File: src/rtl/uop_inject_fsm.sv
// Decode-stage micro-op injector: RTI / RET / interrupt-entry stack sequences followed by a NOP tail.
// Trigger at edge k drives the first op from edge k; stall holds fetch for the whole sequence (no handshake).
module uop_inject_fsm #(
  parameter int                 INSTR_W         = 16,
  parameter int                 NOP_CYCLES      = 4,
  parameter logic [INSTR_W-1:0] POP_PC_HIGH_OP  = 16'b0110000010001001,
  parameter logic [INSTR_W-1:0] POP_PC_LOW_OP   = 16'b0110000010001000,
  parameter logic [INSTR_W-1:0] POP_CCR_OP      = 16'hFFFF,
  parameter logic [INSTR_W-1:0] PUSH_PC_LOW_OP  = 16'b0110000000001000,
  parameter logic [INSTR_W-1:0] PUSH_PC_HIGH_OP = 16'b0110000000001001,
  parameter logic [INSTR_W-1:0] PUSH_CCR_OP     = 16'hFFFE,
  parameter logic [INSTR_W-1:0] NOP_OP          = 16'h0000
) (
  input  logic               clk,
  input  logic               reset,
  input  logic               rti,
  input  logic               ret,
  input  logic               int_req,
  output logic [INSTR_W-1:0] out,
  output logic               stall,
  output logic [1:0]         mode,
  output logic               done
);

  typedef enum logic [2:0] {
    S_IDLE,
    S_OP1,
    S_OP2,
    S_OP3,
    S_NOP
  } state_t;

  localparam logic [1:0] M_NONE = 2'b00;
  localparam logic [1:0] M_RTI  = 2'b01;
  localparam logic [1:0] M_RET  = 2'b10;
  localparam logic [1:0] M_INT  = 2'b11;

  localparam bit         HAS_TAIL = (NOP_CYCLES != 0);
  localparam logic [3:0] NOP_LOAD = HAS_TAIL ? 4'(NOP_CYCLES - 1) : 4'd0;

  state_t               state_q, state_d;
  logic [3:0]           nop_cnt_q, nop_cnt_d;
  logic                 int_pending_q, int_pending_d;
  logic [1:0]           mode_d;
  logic                 seq_end;
  logic [INSTR_W-1:0]   out_d;
  logic                 stall_d;
  logic                 done_d;

  // State and output registers; the mode output doubles as the active-sequence register.
  always_ff @(posedge clk or negedge reset) begin
    if (!reset) begin
      state_q       <= S_IDLE;
      nop_cnt_q     <= 4'd0;
      int_pending_q <= 1'b0;
      out           <= NOP_OP;
      stall         <= 1'b0;
      mode          <= M_NONE;
      done          <= 1'b0;
    end else begin
      state_q       <= state_d;
      nop_cnt_q     <= nop_cnt_d;
      int_pending_q <= int_pending_d;
      out           <= out_d;
      stall         <= stall_d;
      mode          <= mode_d;
      done          <= done_d;
    end
  end

  always_comb begin
    state_d       = state_q;
    mode_d        = mode;
    nop_cnt_d     = nop_cnt_q;
    int_pending_d = int_pending_q | int_req;
    seq_end       = 1'b0;

    case (state_q)
      S_IDLE: begin
        int_pending_d = 1'b0;
        mode_d        = M_NONE;
        if (int_req) begin
          state_d = S_OP1;
          mode_d  = M_INT;
        end else if (rti) begin
          state_d = S_OP1;
          mode_d  = M_RTI;
        end else if (ret) begin
          state_d = S_OP1;
          mode_d  = M_RET;
        end
      end
      S_OP1: state_d = S_OP2;
      S_OP2: begin
        if (mode != M_RET) begin
          state_d = S_OP3;
        end else if (HAS_TAIL) begin
          state_d   = S_NOP;
          nop_cnt_d = NOP_LOAD;
        end else begin
          seq_end = 1'b1;
        end
      end
      S_OP3: begin
        if (HAS_TAIL) begin
          state_d   = S_NOP;
          nop_cnt_d = NOP_LOAD;
        end else begin
          seq_end = 1'b1;
        end
      end
      S_NOP: begin
        if (nop_cnt_q == 4'd0) begin
          seq_end = 1'b1;
        end else begin
          nop_cnt_d = nop_cnt_q - 4'd1;
        end
      end
      default: state_d = S_IDLE;
    endcase

    // A pending or fresh interrupt chains straight into INT entry without an idle cycle.
    if (seq_end) begin
      int_pending_d = 1'b0;
      if (int_pending_q || int_req) begin
        state_d = S_OP1;
        mode_d  = M_INT;
      end else begin
        state_d = S_IDLE;
        mode_d  = M_NONE;
      end
    end
  end

  always_comb begin
    out_d   = NOP_OP;
    stall_d = (state_d != S_IDLE);
    done_d  = 1'b0;
    case (state_d)
      S_OP1: out_d = (mode_d == M_INT) ? PUSH_PC_LOW_OP : POP_PC_HIGH_OP;
      S_OP2: begin
        out_d  = (mode_d == M_INT) ? PUSH_PC_HIGH_OP : POP_PC_LOW_OP;
        done_d = !HAS_TAIL && (mode_d == M_RET);
      end
      S_OP3: begin
        out_d  = (mode_d == M_INT) ? PUSH_CCR_OP : POP_CCR_OP;
        done_d = !HAS_TAIL;
      end
      S_NOP:   done_d = (nop_cnt_d == 4'd0);
      default: ;
    endcase
  end

endmodule

File: config.mk
export PLATFORM = sky130hd
export DESIGN_NAME = uop_inject_fsm
export DESIGN_NICKNAME = d
export VERILOG_FILES = /design/src/rtl/uop_inject_fsm.sv
export SDC_FILE = /design/constraint.sdc
export NUM_CORES = 1
export LEC_CHECK = 0
export CORE_UTILIZATION = 45
export CTS_CLUSTER_DIAMETER = 30
export DETAILED_ROUTE_END_ITERATION = 6
export PLACE_DENSITY = 0.75
export REMOVE_ABC_BUFFERS = 1
export SLEW_MARGIN = 40
export SYNTH_ARGS = -nofsm -noshare
export SYNTH_HDL_FRONTEND = slang
export SYNTH_SLANG_ARGS = --single-unit
File: constraint.sdc
create_clock -name clk -period 2.8 [get_ports clk]
set_input_delay 0.7 -clock clk [delete_from_list [all_inputs] [get_ports clk]]
set_output_delay 0.7 -clock clk [all_outputs]
set_load 0.03 [all_outputs]
==> results of run 1 <==
==> through the flow <==
stage	cells	setup TNS, ps	area [sq um]
CTS	132	0	1100
floorplan	80	-1680	806
detailed placement	129	0	1080
global placement	129	0	1080
finish	132	0	1100
global route	132	0	1100
==> final cells by class <==
class / count / area [sq um]
Clock buffer: 3 / 22.5
Inverter: 7 / 26.3
Multi-Input combinational cell: 57 / 379
Tap cell: 25 / 31.3
Fill cell: 158 / 721
Sequential cell: 16 / 400
Timing Repair Buffer: 24 / 240
==> routing by layer <==
layer  part of all wire (%)  vias up  wire length, um
li1                       -      347                -
met1                     46      301              726
met2                     48       29              755
met3                    5.0        4               80
met4                    1.3        0               21
met5                      0        -                0
==> power by group <==
part	switching, mW	total [mW]	internal, mW
Combinational	0.514	0.884	0.370
Clock	0.0659	0.116	0.0499
Sequential	0.113	0.444	0.331
Total	0.693	1.44	0.751
==> layout by cell type, fill, tap and decap left out, drive strengths merged, types with 2 or more instances in the layout <==
master	synthesis	layout
nor3b	2	2
dfrtp	16	16
clkdlybuf4s50	0	24
nand2b	3	3
a31oi	2	2
o21bai	2	2
nor2b	3	3
or3b	2	2
o21ai	4	4
inv	7	7
a21oi	6	6
nor2	6	6
nand2	5	5
or3	2	2
clkbuf	0	3
nor3	7	7
==> cells by family after synthesis <==
kind of cell | after synthesis | share of synthesized area [%]
adders and majority gates | 1 | 1.36
muxes | 1 | 1.09
and+or+nand+nor | 33 | 22.1
buffers and inverters | 21 | 15.1
DFF | 16 | 43.6
AOI/OAI and AO/OA | 22 | 16.8
==> state kept, by name (all words and copies together), names as in the netlist <==
| register | cells |
|---|---|
| done | 1 |
| state_q | 3 |
| out | 4 |
| nop_cnt_q | 4 |
| int_pending_q | 1 |
| mode | 2 |
| stall | 1 |
==> worst max-delay path by stage <==
stage | start | end | slack (ps) | cells past startpoint
after floorplan | out[12] | out[10] | -150 | 0
after global placement | int_req | stall | 660 | 5
after detailed placement | int_req | stall | 590 | 5
after CTS | out[12] | out[10] | 550 | 1
after global routing | out[12] | out[10] | 480 | 1
final | out[12] | out[10] | 580 | 1
==> results by group, run 1 <==
Outcome
  • Status: complete, no violations

GRT
  • Met2 Use GR: 27.2%
  • Grt ovf: 0
  • First-pass GRT wire length: 2530 um
  • Vias in the first global route: 601
  • Met3 usage: 4.62%
  • Met1 Usage GRT: 21.1%
  • Initial antenna violation count: 0
  • Most crowded layer after global routing: met2
  • Largest net degree at the start of global routing: 17
  • Gr usage total: 16.7%

Worst setup path
  • Crit path DAT: 1520 ps
  • R2R setup slack: 970 ps
  • Worst R2R End: mode[0]
  • Critical path class: flop to output pin
  • Reg2Reg Depth: 6
  • FF-to-FF Start: nop_cnt_q[0]
  • Largest delay contributor family on the critical path: buffers and inverters
  • Critical Path Fanout Max: 11
  • Bufs and invs on worst path: 1
  • Crit-path cells: clkdlybuf4s50_1
  • Startpoint Class: flop
  • Slowest CP cell: clkdlybuf4s50_1
  • Crit-path max cell delay: 730 ps
  • WP data required: 2100 ps
  • Worst setup EP type: output pin

Timing
  • Unrepaired setup endpoints after global routing: false
  • Layout Skew: 3.64 ps
  • Final period util: 79.3%
  • WHS: 514 ps
  • Fin. max-slew vios: 0
  • Peak Freq: 450 MHz
  • Least-Margin Pin Slew: 675 ps
  • Final Critical Period: 2220 ps
  • Final Hold Fails: 0
  • Slew HR: 54.9%
  • Final setup vio count: 0
  • Final Worst Setup Slack: 579 ps

CTS
  • CTS Hold Bufs: 0
  • # clock sinks: 16
  • Post-CTS setup buffers: 0
  • CTS max path bufs: 2
  • CTS tree: built
  • CTS Buf Count: 3
  • CTS resizes: 0
  • Depth of the CTS H-tree: 1
  • Worst skew pair latency: 280 ps
  • Root Driver: clkbuf_4
  • CTS clk-pin slew, worst paths: 80 ps

Floorplanning
  • Chip width: 47.2 um
  • Die area: 2230 sq um
  • Rows: 15
  • Core area: 1820 sq um
  • Die Y: 47.2 um
  • Io pins: 25
  • Starting Density: 50.4%

Yosys
  • Share of the synthesized area in the top cell type: 43.6%
  • Post-synth ARST share: 100%
  • Syn Inst Count: 94
  • Synth top area cells: dfrtp_1, buf_4, a21oi_1, nor3_1, inv_1
  • #FFs+latches synth: 16
  • Post-synth top cells: dfrtp_1, buf_4, inv_1
  • Largest area contributor in the netlist: dfrtp_1
  • Synth Flop Type: dfrtp_1
  • Most common cell in the netlist: dfrtp_1
  • Avg Cell Area, Syn: 9.77 sq um
  • Synth Warn #: 0
  • Netlist cell types: 33
  • Post-synthesis sequential area ratio: 43.6%
  • EDFF count, synth: 0
  • Syn Std Cell Area: 918 sq um

Route
  • Drt initial violations: 32
  • WL/cell: 12.0 um
  • Total routed wirelength: 1590 um
  • Post-route DRC: 0
  • Antenna Nets Post-Route: 0
  • DR pass1 iterations: 4
  • Vias per inst: 5.16
  • Vias: 681

Min path
  • Min-delay src: nop_cnt_q[0]
  • Min-Delay Path Class: flop to flop
  • Hold Path Stages: 1
  • WHS Endpoint: nop_cnt_q[0]

Layout
  • Final Util: 60.4%
  • Area Growth Syn to Fin: 19.8%
  • Ant diodes: 0
  • Final #Nets: 115
  • Layout cells sized above 1: 8.41%

Placed design
  • Routability cong.: 0.880
  • Post-DP HPWL: 1210 um
  • Pre-CTS WS: 594 ps
  • # port buffers: 24

Pwr
  • Leakage: 0.464 nW
  • PD cells: 1310 nW/um^2
  • Overall power: 1.44 mW
  • Max VDD drop: 605 uV

Job
  • Max Cap Viol: 0
No activity file was read; power rests on OpenSTA's default activity.
==> inputs of run 2 (changes only) <==
--- a/config.mk
+++ b/config.mk
@@ -5,10 +5,10 @@
 export SDC_FILE = /design/constraint.sdc
 export NUM_CORES = 1
 export LEC_CHECK = 0
-export CORE_UTILIZATION = 45
+export CORE_UTILIZATION = 42
 export CTS_CLUSTER_DIAMETER = 30
 export DETAILED_ROUTE_END_ITERATION = 6
-export PLACE_DENSITY = 0.75
+export PLACE_DENSITY = 0.74
 export REMOVE_ABC_BUFFERS = 1
 export SLEW_MARGIN = 40
 export SYNTH_ARGS = -nofsm -noshare
==> constraint.sdc (replaced) <==
create_clock -name clk -period 2 [get_ports clk]
set_input_delay 0.5 -clock clk [delete_from_list [all_inputs] [get_ports clk]]
set_output_delay 0.5 -clock clk [all_outputs]
set_load 0.03 [all_outputs]
==> run 2 against run 1 <==
Critical path depth is the same. Critical endpoint is now mode[1]. Worst setup slack lost 480 ps. Register-to-register slack lost 790 ps. Die area grew 6.8%. Largest power group unchanged. Critical path type unchanged. Utilization shrank 4.5 points.
==> results by group, run 2 (same netlist as run 1, synthesis figures left out) <==
Outcome
  • Status: complete, no violations

Layout
  • Final #Nets: 117 (+1.7%)
  • Layout cells sized above 1: 10.1% (+1.7 points)
  • Final Util: 55.9% (-4.5 points)
  • Ant diodes: 0 (unchanged)
  • Final instance area: 1120 sq um (+1.7%)
  • Most common cell after layout, fill and taps aside: dfrtp_1
  • Commonest non-fill, non-tap cells in the layout: dfrtp_1, clkdlybuf4s50_1, inv_1, dlygate4sd2_1
  • Area Growth Syn to Fin: 21.8%
  • Top flop regs: nop_cnt_q (4), out (4), state_q (3)

Route
  • Post-route DRC: 0 (unchanged)
  • Vias per inst: 5.29 (+2.6%)
  • Antenna Nets Post-Route: 0 (unchanged)
  • Drt initial violations: 12 (-63%)
  • Total routed wirelength: 1610 um (+1.6%)
  • WL/cell: 11.8 um (-1.3%)
  • Vias: 720 (+5.7%)
  • DR pass1 iterations: 4 (unchanged)

Pwr
  • Leakage: 0.565 nW (+22%)
  • Overall power: 1.98 mW (+37%)
  • PD cells: 1770 nW/um^2 (+35%)
  • Max VDD drop: 824 uV (+36%)

Timing
  • Slew HR: 74.8% (+20 points)
  • WHS: 517 ps (+2.76 ps)
  • Final setup vio count: 0 (unchanged)
  • Final Hold Fails: 0 (unchanged)
  • Peak Freq: 527 MHz
  • Final Critical Period: 1900 ps
  • Least-Margin Pin Slew: 379 ps (-296 ps)
  • Unrepaired setup endpoints after global routing: false
  • Final period util: 94.9%
  • Fin. max-slew vios: 0 (unchanged)
  • Setup TNS: 0 ps (unchanged)
  • Layout Skew: 0.593 ps (-3.04 ps)

Floorplanning
  • Starting Density: 45.9% (-4.6 points)
  • Die Y: 48.8 um (+3.4%)
  • Io pins: 25 (unchanged)
  • Rows: 16 (+1)
  • Chip width: 48.8 um (+3.4%)
  • Core area: 2000 sq um (+10%)
  • Die area: 2380 sq um (+6.8%)

Worst setup path
  • Largest delay contributor family on the critical path: buffers and inverters
  • WP data required: 1500 ps (-600 ps)
  • Slowest CP cell: clkdlybuf4s50_1
  • Crit-path max cell delay: 700 ps (-30 ps)
  • FF-to-FF Start: nop_cnt_q[0]
  • Bufs and invs on worst path: 1 (unchanged)
  • Critical Path Fanout Max: 5 (-6)
  • Worst R2R End: mode[0]
  • Crit path DAT: 1400 ps (-120 ps)
  • Startpoint Class: flop
  • Crit-path cells: clkdlybuf4s50_1
  • R2R setup slack: 180 ps (-790 ps)
  • Reg2Reg Depth: 6 (unchanged)
  • Worst setup EP type: output pin
  • Critical path class: flop to output pin

CTS
  • Root Driver: clkbuf_4
  • Worst skew pair latency: 280 ps (about the same)
  • CTS Buf Count: 3 (unchanged)
  • CTS clk-pin slew, worst paths: 70 ps (about the same)
  • Post-CTS setup buffers: 0 (unchanged)
  • Depth of the CTS H-tree: 1 (unchanged)
  • # clock sinks: 16 (unchanged)
  • CTS tree: built
  • CTS Hold Bufs: 0 (unchanged)
  • CTS max path bufs: 2 (unchanged)

GRT
  • First-pass GRT wire length: 2680 um (+6.0%)
  • Vias in the first global route: 623 (+3.7%)
  • Initial antenna violation count: 0 (unchanged)
  • Gr usage total: 14.9% (-1.9 points)
  • Largest net degree at the start of global routing: 17 (unchanged)
  • Grt ovf: 0 (unchanged)

Job
  • Max Cap Viol: 0 (unchanged)

Placed design
  • Routability cong.: 0.766 (-13%)
  • # port buffers: 24 (unchanged)
  • Post-DP HPWL: 1230 um (+1.8%)
  • Placed Instance Area: 1090 sq um (+1.6%)

Min path
  • Min-Delay Path Class: input pin to asynchronous set/reset pin
-- run 2: cell count changes in the layout (fill, tap and decap cells not counted), sizes merged --
cell           before  now
clkdlybuf4s50      24   13
dlygate4sd2         0    7
dlymetal6s2s        0    4
buf                 0    2
-- run 2: cell type report --
type	count	area, sq um
repair buffers	26	256
fillers	186	883
inverters	7	26.3
well taps	27	33.8
multi-input cells	57	379
clock buffers	3	22.5
flip-flops and latches	16	400
-- run 2: where the power goes --
| group | leakage [nW] | total [mW] | switching, mW | internal, mW |
|---|---|---|---|---|
| clock | 0.0138 | 0.155 | 0.0849 | 0.0699 |
| combinational | 0.358 | 1.20 | 0.725 | 0.477 |
| sequential | 0.194 | 0.621 | 0.157 | 0.463 |
-- run 2: stage by stage --
stage                     cells  worst slack (ps)
final                       136               103
after global routing        136              44.6
after CTS                   136              2.03
after detailed placement    133              89.7
after global placement      133               137
after floorplan              80              -753
-- run 2: what timing repair did --
item | 4_1_cts | 5_1_grt
gates resized for setup | 7 | 4
endpoints found under the setup margin | 11 | 4
pin swaps | 0 | 0
-- run 2: layer usage --
layer,wire length (um),track usage [%],vias up
met5,0,0,-
met4,27,5.88,0
met2,755,24.3,27
li1,-,-,350
met1,715,17.9,338
met3,113,5.03,5
-- run 2: worst max-delay path by stage --
stage	startpoint	end	slack, ps	depth (start not counted)
after global placement	int_req	stall	140	5
final	mode[1]	mode[1]	100	1
after floorplan	out[12]	out[10]	-750	0
after CTS	out[12]	out[10]	2	1
after global routing	mode[0]	mode[0]	40	1
after detailed placement	int_req	stall	90	5
==> RTL edit 1 (flow settings as in run 1) <==
Encoding of `state_t`: now Gray code (3 bits for 5 states).
--- a/src/rtl/uop_inject_fsm.sv
+++ b/src/rtl/uop_inject_fsm.sv
@@ -23,11 +23,11 @@
 );
 
   typedef enum logic [2:0] {
-    S_IDLE,
-    S_OP1,
-    S_OP2,
-    S_OP3,
-    S_NOP
+    S_IDLE = 3'b000,
+    S_OP1  = 3'b001,
+    S_OP2  = 3'b011,
+    S_OP3  = 3'b010,
+    S_NOP  = 3'b110
   } state_t;
 
   localparam logic [1:0] M_NONE = 2'b00;
Formal check against the unedited RTL: same outputs for any inputs over 10 cycles, from zero or initial values and one cycle with reset low; not proved beyond that.
==> RTL edit 1 against run 1 <==
Cell area decreased by 2.2%; synthesized area shrank 3.0%; critical endpoint is now out[15]; sequential cell count is the same; combinational power down 12%; routed wire length rose by 0.88%; largest cell class unchanged; count of clock-buffer cells in the layout unchanged; total power down 8.0%; setup slack gained 0.028 ns; register-to-register slack worse by 0.04 ns.
==> RTL edit 1: results (changes against run 1) <==
Worst Tran Pin Value: 0.706 ns (+0.0310 ns)
Grt met1 use: 23.7% (+2.7 points)
Post-DP HPWL: 1210 um (-0.21%)
Fillcell total: 155 (-1.9%)
P_leak: 0.466 nW (+0.58%)
Clk_skew: 0.00576 ns (+0.00212 ns)
DR iter-0 viols: 15 (-53%)
Switching Fraction: 47.1% (-0.92 points)
Ys async rst share: 100% (unchanged)
Drt first pass iters: 4 (unchanged)
CP arrival: 1.49 ns (-0.03 ns)
Share of layout cells above drive strength 1: 10.4% (+2.0 points)
Cells after DPL: 128 (-0.78%)
Largest net degree at the start of global routing: 17 (unchanged)
Logic gate share of total power: 58.8% (-2.4 points)
Synth cell types: 31 (-6.1%)
Total power: 1.33 mW (-8.0%)
DP Area: 1050 um2 (-2.2%)
Nets: 114 (-0.87%)
Post-synthesis mux area share: 0% (-1.1 points)
Clock Latency Late Sink: 0.28 ns (about the same)
Post-Synth XOR/XNOR Area: 0% (unchanged)
Final WL: 1600 um (+0.88%)
Complex-gate fraction of the synthesized area: 15.0% (-1.7 points)
Synthesis Warnings: 0 (unchanged)
Slowest cell on crit path: clkdlybuf4s50_1
Hold WC Path Type: reg -> reg
Routability cong.: 0.758 (-14%)
Crit-path max cell delay: 0.73 ns (about the same)
Sequential area share after synthesis: 44.9% (+1.3 points)
Pre-CTS WS: 0.710 ns (+0.116 ns)
Vias in the first global route: 610 (+1.5%)
Gate Count Post-Synth: 93 (-1.1%)
Post-synth top cells: dfrtp_1, buf_4, nor2_1, o21ai_0
Wire length on met3: 121 um (+51%)
WL/cell: 12.2 um (+1.7%)
Status: finished clean
H-tree depth: 1 (unchanged)
First-pass GRT wire length: 2720 um (+7.6%)
Largest regs: nop_cnt_q x4, out x4, state_q x3
Met3 Use GR: 2.35% (-2.3 points)
Post-Synth Adder-Cell Area: 1.40% (+0.042 points)
CTS max path bufs: 2 (unchanged)
Seq pwr: 0.433 mW (-2%)
Overall Global Routing Usage: 18.3% (+1.6 points)
Vias: 700 (+2.8%)
DR WL met2: 731 um (-3.2%)
Met2 usage: 29.7% (+2.5 points)
Worst IR Drop VDD: 0.000624 V (+3.0%)
Main area contributors after synthesis: dfrtp_1, buf_4, o21ai_0
Post-Route M1 WL: 720 um (-0.83%)
## RTL edit 1: changes by cell type after synthesis, sizes merged, moves of 2 or more
cell	before	now
nand3	0	4
nor2b	3	0
nor3	7	5
nand3b	0	2
nor2	6	9
a21o	0	2
a31oi	2	0
o21bai	2	0
o21ai	4	7
## RTL edit 1: final timing paths
kind | to | startpoint | slack (ns) | cells after the start
worst max-delay path | out[15] | out[12] | 0.61 | 1
worst min-delay path | nop_cnt_q[0] | nop_cnt_q[0] | 0.57 | 1
worst max register to register | out[7] | nop_cnt_q[1] | 0.93 | 7
worst min register to register | nop_cnt_q[0] | nop_cnt_q[0] | 0.57 | 1
max in group asynchronous | out[14] | reset | 1.51 | 1
min in group asynchronous | done | reset | 0.84 | 1
## RTL edit 1: cell type report
cell class	count	area [um2]	area share [%]
Clock buffer	3	22.5	2.09
Inverter	6	22.5	2.09
Multi-Input combinational cell	57	359	33.4
Tap cell	25	31.3	2.91
Timing Repair Buffer	24	240	22.3
Sequential cell	16	400	37.2
==> RTL edit 2 (config.mk and constraints of run 1) <==
Without the edit above. Change the parameter `INSTR_W` from 16 to 20.
--- a/src/rtl/uop_inject_fsm.sv
+++ b/src/rtl/uop_inject_fsm.sv
@@ -1,7 +1,7 @@
 // Decode-stage micro-op injector: RTI / RET / interrupt-entry stack sequences followed by a NOP tail.
 // Trigger at edge k drives the first op from edge k; stall holds fetch for the whole sequence (no handshake).
 module uop_inject_fsm #(
-  parameter int                 INSTR_W         = 16,
+  parameter int                 INSTR_W         = 20,
   parameter int                 NOP_CYCLES      = 4,
   parameter logic [INSTR_W-1:0] POP_PC_HIGH_OP  = 16'b0110000010001001,
   parameter logic [INSTR_W-1:0] POP_PC_LOW_OP   = 16'b0110000010001000,
Ports: changed (resized out); port bits go from 25 to 29. No check against the original RTL was run, so the function may have changed too.
==> RTL edit 2 against run 1 <==
Maximum frequency grew 0.42%; combinational power is 1% higher; cell area increased by 1.6%; utilization down 4.0 points; routed wire length increased by 2.9%; critical path depth unchanged; total power is 0.82% higher; sequential cell count did not move; via count is 7.0% higher; setup slack better by 0.0092 ns; first-iteration DRC count down 25%; synthesized area grew 3.7%; sequential power about the same; critical endpoint is now out[1].
==> RTL edit 2: results (changes against run 1) <==
Status: finished clean
Grt met1 use: 22.0% (+0.90 points)
Synth cell types: 34 (+3.0%)
CP top delay family: buffers and inverters
DR vias/cell: 5.28 (+2.4%)
Comb. pwr: 0.893 mW (+1%)
Reg clk slew, reported paths: 0.09 ns
Seq pwr: 0.445 mW (about the same)
Sequential cell area share: 35.8% (-0.57 points)
Overall Global Routing Usage: 16.4% (-0.30 points)
Cells after DPL: 135 (+4.7%)
Core Box Area: 1980 um2 (+8.9%)
Rel. slew slack: 54.7% (-0.17 points)
Tcrit/Tclk final: 79.0% (-0.33 points)
First-pass GRT wire length: 2620 um (+3.6%)
Reg2reg setup slack: 0.99 ns (+0.02 ns)
Sequential cells: 16 (unchanged)
Initial antenna violation count: 0 (unchanged)
R2r startpoint: nop_cnt_q[0]
Main area contributors after synthesis: dfrtp_1, buf_4, a21oi_1
Pre-CTS WS: 0.595 ns (+0.000546 ns)
Switching Fraction: 48.3% (+0.37 points)
DR iter-0 viols: 24 (-25%)
Post-DP HPWL: 1220 um (+0.40%)
Worst IR Drop VDD: 0.000536 V (-11%)
Multi-In Gates: 61 (+7.0%)
Worst setup path end: out[1]
Fillcell total: 165 (+4.4%)
Clk_skew: 0.00270 ns (-0.000933 ns)
Vias in the first global route: 599 (-0.33%)
Met3 Use GR: 3.40% (-1.2 points)
P_leak: 0.477 nW (+2.8%)
Vias: 729 (+7.0%)
Ys async rst share: 100% (unchanged)
Data buffer area share: 21.5% (-0.34 points)
DP Area: 1090 um2 (+1.6%)
Area Growth Syn to Fin: 17.3%
Routability cong.: 0.791 (-10%)
Share of layout cells above drive strength 1: 8.11% (-0.30 points)
Post-synth top cells: buf_4, dfrtp_1, inv_1
Nets: 119 (+3.5%)
Met2 usage: 25.9% (-1.3 points)
ClkCell Share: 2.02% (-0.032 points)
Sequential area share after synthesis: 42.0% (-1.5 points)
H-tree depth: 1 (unchanged)
WL/cell: 11.8 um (-1.6%)
Fraction of area in multi-input gates: 35.3% (+0.80 points)
Power density over the cells: 1300 nW/um2 (-0.76%)
Gate Count Post-Synth: 99 (+5.3%)
## RTL edit 2: cell count changes after synthesis
cell	run 1	this run
buf_4	12	16
conb_1	0	1
## RTL edit 2: how the worst min path moves through the flow
stage	endpoint	slack, ns	cells past startpoint
2_1_floorplan	done	0.40	0
3_3_place_gp	nop_cnt_q[0]	0.48	1
3_5_place_dp	nop_cnt_q[0]	0.49	1
4_1_cts	nop_cnt_q[0]	0.50	1
5_1_grt	nop_cnt_q[0]	0.55	1
6_report	nop_cnt_q[0]	0.50	1
## RTL edit 2: cell families after synthesis
family / synth area share (%)
compound gates: 16.2
fa+ha+maj: 1.31
other cells: 0.394
flops: 42.0
buf+inv: 17.7
mux: 1.05
simple gates: 21.3
## RTL edit 2: metal layers
| layer | wire length [um] | up-vias | part of all wire, % |
|---|---|---|---|
| li1 | - | 351 | - |
| met1 | 734 | 336 | 45 |
| met2 | 785 | 39 | 48 |
| met3 | 94 | 3 | 5.8 |
| met4 | 17 | 0 | 1.0 |
| met5 | 0 | - | 0 |
